File: config.mk
export PLATFORM = sky130hd
export DESIGN_NAME = wb_burst_master
export DESIGN_NICKNAME = d
export VERILOG_FILES = /design/src/rtl/wb_burst_master.sv
export SDC_FILE = /design/constraint.sdc
export NUM_CORES = 1
export LEC_CHECK = 0
export CAP_MARGIN = 10
export CORE_AREA = 2 2 156 158
export CTS_CLUSTER_DIAMETER = 150
export DETAILED_ROUTE_END_ITERATION = 8
export DIE_AREA = 0 0 158 160
export SYNTH_ARGS = -nofsm -noshare
export SYNTH_HDL_FRONTEND = slang
export SYNTH_SLANG_ARGS = --single-unit
File: constraint.sdc
create_clock -name clk -period 3.9 [get_ports clk]
set_input_delay 0.78 -clock clk [delete_from_list [all_inputs] [get_ports clk]]
set_output_delay 0.78 -clock clk [all_outputs]
set_load 0.1 [all_outputs]
File: src/rtl/wb_burst_master.sv
// Pipelined Wishbone initiator for single-command word bursts.
// Writes drain a valid/ready stream; reads return on a valid-only stream.
module wb_burst_master #(
  parameter int ADDR_W  = 32,
  parameter int DATA_W  = 32,
  parameter int LEN_W   = 12,
  parameter int MAX_OUT = 4,
  parameter int TIMEOUT = 1023
) (
  input  logic              clk,
  input  logic              resetn,
  input  logic              i_cmd_valid,
  output logic              o_cmd_ready,
  input  logic              i_cmd_we,
  input  logic [ADDR_W-1:0] i_cmd_addr,
  input  logic [LEN_W-1:0]  i_cmd_len,
  input  logic              i_wr_valid,
  output logic              o_wr_ready,
  input  logic [DATA_W-1:0] i_wr_data,
  output logic              o_rd_valid,
  output logic [DATA_W-1:0] o_rd_data,
  output logic              o_done,
  output logic              o_err,
  output logic              o_wb_cyc,
  output logic              o_wb_stb,
  output logic              o_wb_we,
  output logic [ADDR_W-1:0] o_wb_addr,
  output logic [DATA_W-1:0] o_wb_data,
  input  logic              i_wb_ack,
  input  logic              i_wb_stall,
  input  logic [DATA_W-1:0] i_wb_data
);

  typedef enum logic [1:0] {
    S_IDLE,
    S_ISSUE,
    S_DRAIN
  } state_t;

  localparam int OUT_W = 5;
  localparam int WD_W  = $clog2(TIMEOUT + 1);

  state_t r_state, w_state_n;

  logic              r_we,     w_we_n;
  logic [ADDR_W-1:0] r_addr,   w_addr_n;
  logic [DATA_W-1:0] r_data,   w_data_n;
  logic [LEN_W-1:0]  r_len,    w_len_n;
  logic [LEN_W-1:0]  r_issued, w_issued_n;
  logic [LEN_W-1:0]  r_acked,  w_acked_n;
  logic [OUT_W-1:0]  r_out,    w_out_n;
  logic [WD_W-1:0]   r_wdog,   w_wdog_n;
  logic              r_stb,    w_stb_n;
  logic              r_done,   w_done_n;
  logic              r_err,    w_err_n;
  logic              r_rd_valid;
  logic [DATA_W-1:0] r_rd_data;

  logic              w_busy;
  logic              w_accept;
  logic              w_ack;
  logic              w_out_ok;
  logic              w_load;
  logic              w_timeout;
  logic              w_last_ack;
  logic [LEN_W-1:0]  w_iss_acc;
  logic [LEN_W-1:0]  w_ack_cnt;
  logic [OUT_W-1:0]  w_out_acc;

  assign w_busy   = (r_state != S_IDLE);
  assign w_accept = r_stb & ~i_wb_stall;
  assign w_ack    = w_busy & i_wb_ack;

  assign w_iss_acc = r_issued + LEN_W'(w_accept);
  assign w_ack_cnt = r_acked + LEN_W'(w_ack);
  assign w_out_acc = r_out + OUT_W'(w_accept) - OUT_W'(w_ack);
  assign w_out_ok  = (w_out_acc < OUT_W'(MAX_OUT));

  // A new beat may be staged once the bus slot frees up this cycle.
  assign w_load = (r_state == S_ISSUE)
                & (~r_stb | ~i_wb_stall)
                & (w_iss_acc < r_len)
                & w_out_ok
                & (~r_we | i_wr_valid);

  assign w_last_ack = w_ack & (w_ack_cnt == r_len);

  assign w_timeout = w_busy
                   & (r_out != '0)
                   & ~w_ack
                   & (r_wdog == WD_W'(TIMEOUT - 1));

  always_comb begin
    w_state_n  = r_state;
    w_we_n     = r_we;
    w_addr_n   = r_addr;
    w_data_n   = r_data;
    w_len_n    = r_len;
    w_issued_n = r_issued;
    w_acked_n  = r_acked;
    w_out_n    = r_out;
    w_wdog_n   = r_wdog;
    w_stb_n    = r_stb;
    w_done_n   = 1'b0;
    w_err_n    = 1'b0;
    unique case (r_state)
      S_IDLE: begin
        if (i_cmd_valid) begin
          w_we_n     = i_cmd_we;
          w_addr_n   = i_cmd_addr;
          w_len_n    = i_cmd_len;
          w_issued_n = '0;
          w_acked_n  = '0;
          w_out_n    = '0;
          w_wdog_n   = '0;
          w_stb_n    = 1'b0;
          if (i_cmd_len == '0) begin
            w_done_n = 1'b1;
          end else begin
            w_state_n = S_ISSUE;
          end
        end
      end
      S_ISSUE, S_DRAIN: begin
        w_issued_n = w_iss_acc;
        w_acked_n  = w_ack_cnt;
        w_out_n    = w_out_acc;
        if (w_ack || (r_out == '0)) begin
          w_wdog_n = '0;
        end else begin
          w_wdog_n = r_wdog + WD_W'(1);
        end
        if (w_accept) begin
          w_addr_n = r_addr + ADDR_W'(1);
        end
        if (w_load) begin
          w_stb_n = 1'b1;
          if (r_we) begin
            w_data_n = i_wr_data;
          end
        end else if (w_accept) begin
          w_stb_n = 1'b0;
        end
        if ((r_state == S_ISSUE) && w_accept
            && (w_iss_acc == r_len)) begin
          w_state_n = S_DRAIN;
        end
        // Final ack may land with its own accept.
        if (w_last_ack) begin
          w_state_n = S_IDLE;
          w_stb_n   = 1'b0;
          w_wdog_n  = '0;
          w_done_n  = 1'b1;
        end else if (w_timeout) begin
          w_state_n = S_IDLE;
          w_stb_n   = 1'b0;
          w_wdog_n  = '0;
          w_done_n  = 1'b1;
          w_err_n   = 1'b1;
        end
      end
      default: begin
        w_state_n = S_IDLE;
        w_stb_n   = 1'b0;
      end
    endcase
  end

  always_ff @(posedge clk or negedge resetn) begin
    if (!resetn) begin
      r_state  <= S_IDLE;
      r_we     <= 1'b0;
      r_addr   <= '0;
      r_data   <= '0;
      r_len    <= '0;
      r_issued <= '0;
      r_acked  <= '0;
      r_out    <= '0;
      r_wdog   <= '0;
      r_stb    <= 1'b0;
      r_done   <= 1'b0;
      r_err    <= 1'b0;
    end else begin
      r_state  <= w_state_n;
      r_we     <= w_we_n;
      r_addr   <= w_addr_n;
      r_data   <= w_data_n;
      r_len    <= w_len_n;
      r_issued <= w_issued_n;
      r_acked  <= w_acked_n;
      r_out    <= w_out_n;
      r_wdog   <= w_wdog_n;
      r_stb    <= w_stb_n;
      r_done   <= w_done_n;
      r_err    <= w_err_n;
    end
  end

  always_ff @(posedge clk or negedge resetn) begin
    if (!resetn) begin
      r_rd_valid <= 1'b0;
      r_rd_data  <= '0;
    end else begin
      r_rd_valid <= w_ack & ~r_we;
      if (w_ack && !r_we) begin
        r_rd_data <= i_wb_data;
      end
    end
  end

  assign o_cmd_ready = (r_state == S_IDLE);
  assign o_wr_ready  = r_we & w_load;
  assign o_rd_valid  = r_rd_valid;
  assign o_rd_data   = r_rd_data;
  assign o_done      = r_done;
  assign o_err       = r_err;
  assign o_wb_cyc    = w_busy;
  assign o_wb_stb    = r_stb;
  assign o_wb_we     = r_we;
  assign o_wb_addr   = r_addr;
  assign o_wb_data   = r_data;

endmodule
==> results.py <==
metrics = {
    "logic_synthesis": {
        "syn_area_um2": 8140,
        "ys_ff_latch": 154,
        "async_reset_ff_frac": 1.00,
        "yosys_warnings": 0,
        "syn_avg_cell_area_um2": 10.2,
        "ys.flop_type": "dfrtp_1",
        "synthCells": 795,
        "ys_seq_area_frac": 0.474,
        "synth_nets": 939,
        "synth_cell_types": 62,
        "synth_edf_count": 0,
    },
    "sta": {
        "fin_crit_sh": 1.05,
        "clock_skew_ns": 0.0130,
        "setup_violations": 1,
        "final.setup.worst_slack_ns": -0.195,
        "min_period_ns": 4.10,
        "maxSlewViolCount": 0,
        "hold_viol": 0,
        "tightest_slew_ns": 1.02,
        "slew_headroom": 0.318,
        "rsz0062_at_grt": "true",
        "max_freq_mhz": 244,
    },
    "floorplanning": {
        "die_w_um": 158,
        "die_area_um2": 25300,
        "start_util": 0.342,
        "core_um2": 23800,
        "die_height_um": 160,
        "num_rows": 57,
        "io_pins": 219,
    },
    "min_path": {
        "hold_path_class": "in2async",
    },
    "grt": {
        "antenna_found_initial": 0,
        "grt_pass1_wl_mm": 36.7,
        "grt_use_total": 0.184,
        "grt-ovfl-total": 0,
        "grt_max_degree": 71,
        "grt_pass1_vias": 7098,
    },
    "worst_setup_path": {
        "worstSetupPathType": "in2out",
        "startpoint_type": "primary input",
        "path_buf_inv": 2,
        "critPathRequiredTime_ns": 3.12,
        "slowest_stage": "nor3_2",
        "crit_chain": "buf_8, nor2b_4, ha_2, nand4_1, nor2_2, and3_4, and3_4, xor2_1, ha_1, nor2b_1, o21ai_1, nand4_1, nor3_2, and2_4, buf_12",
        "crit_fanout": 3,
        "end_kind": "output port",
        "crit_arrival_ns": 3.32,
        "crit_family": "simple AND/OR/NAND/NOR gates",
        "slowest_delay_ns": 0.27,
    },
    "placed_design": {
        "postPlaceCellArea_um2": 11000,
        "dp_hpwl_mm": 16.2,
        "gp_congestion": 0.809,
        "portBuffers": 218,
        "place_ws_ns": -0.714,
    },
    "cts": {
        "insertion_delay_ns": 0.42,
        "cts_buffer_depth": 2,
        "ctsHoldBuffers": 0,
        "clkTransAtPathRegs_ns": 0.07,
        "h-tree-depth": 4,
        "clock_sinks": 154,
        "cts_buffers": 17,
        "cts_tree": "yes",
        "clockRootBuffer": "clkbuf_16",
    },
    "drt": {
        "drt-pass1-iter-count": 5,
        "via_per_inst": 5.03,
        "post-route-drc-count": 0,
        "wirelength_mm": 22.4,
        "drtIter0Drc": 273,
        "wl_per_cell_um": 16.2,
        "vias": 6944,
        "ant_nets": 0,
    },
    "cells_and_area": {
        "n_fill_cell": 2286,
        "final_cell_area_um2": 11700,
        "drive_above_1_share": 0.195,
        "final_util": 0.491,
        "layout.cells.most_common": "clkdlybuf4s50_1",
        "fin_nets": 1188,
        "n_antenna_cell": 0,
        "layout_common_cells": "clkdlybuf4s50_1, dfrtp_1, mux2_2",
        "synthToLayoutAreaGrowth_pct": 43.9,
    },
    "outcome": {
        "violations": "negative setup slack",
        "status": "complete, but fails checks",
    },
    "job": {
        "cap_violations": 0,
    },
}
-- synthesized netlist by cell type (all sizes together) (19+ instances only) --
cell type | n | area share
clkbuf | 26 | 0.012
nand4 | 19 | 0.015
nand2 | 73 | 0.034
o22ai | 25 | 0.019
inv | 40 | 0.018
dfrtp | 154 | 0.47
mux2 | 80 | 0.11
mux2i | 21 | 0.026
ha | 28 | 0.043
nand3 | 36 | 0.024
o21ai | 60 | 0.037
nor2 | 38 | 0.018
a21oi | 43 | 0.026
-- state kept, by name, indices dropped and copies added, names as in the netlist --
| register | count |
|---|---|
| r_issued | 12 |
| o_done | 1 |
| o_rd_data | 32 |
| r_len | 12 |
| o_wb_stb | 1 |
| r_acked | 12 |
| o_rd_valid | 1 |
| o_wb_we | 1 |
| r_state | 2 |
| o_wb_data | 32 |
| r_out | 5 |
| r_wdog | 10 |
| o_wb_addr | 32 |
| o_err | 1 |
-- per-layer routing --
metal  track usage  part of all wire  vias up  wire [um]
li1              -                 -     3377          -
met1         0.228              0.43     3366       9660
met2         0.306              0.49      187      10900
met3        0.0602             0.071       14       1590
met4        0.0471             0.012        0        264
met5             0                 0        -          0
-- path summary, 6_finish.rpt --
kind,to,slack (ns),start,cells past startpoint
worst max-delay path,o_wr_ready,-0.20,i_wb_stall,15
worst min-delay path,r_acked[4],0.37,resetn,1
worst max register to register,o_wb_data[10],0.52,o_wb_stb,16
worst min register to register,r_wdog[6],0.48,r_wdog[6],1
max in group asynchronous,o_rd_data[31],2.66,resetn,2
min in group clk,r_wdog[6],0.48,r_wdog[6],1
-- cells by family (layout without fill, tap and decap cells) --
| kind of cell | Yosys count | after routing | synth area share |
|---|---|---|---|
| AO/OA/AOI/OAI | 171 | 171 | 0.129 |
| XOR/XNOR | 28 | 28 | 0.0328 |
| adder cells (fa/ha/maj) | 29 | 29 | 0.0455 |
| buffers and inverters | 78 | 340 | 0.0386 |
| flip-flops | 154 | 154 | 0.474 |
| multiplexers | 101 | 101 | 0.137 |
| AND/OR/NAND/NOR | 234 | 234 | 0.144 |
-- stage by stage --
stage,TNS [ns],instances,hold slack [ns]
global placement,-14.86,1344,0.465
global route,-0.375,1381,0.433
floorplan,-3.37,795,0.442
detailed placement,-15.80,1344,0.474
finish,-0.195,1381,0.369
CTS,-0.141,1379,0.402
-- area by class of cell --
class                      count  area [um^2]  share of cell area
multi-input combinational    563         4090               0.349
sequential                   154         3850               0.329
timing repair buffer         267         2580               0.221
clock buffer                  18          439              0.0375
tap                          324          405              0.0346
clock inverter                14          173              0.0148
inverter                      41          158              0.0135
-- what timing repair did --
action | in CTS | in global routing
buffers inserted | 3 | 2
resized for setup | 16 | 2
endpoints found under the setup margin | 33 | 1
pin swaps | 8 | 6
Power is not shown: default switching activity piles up to over one toggle a cycle in this logic, so the estimate is an artifact.
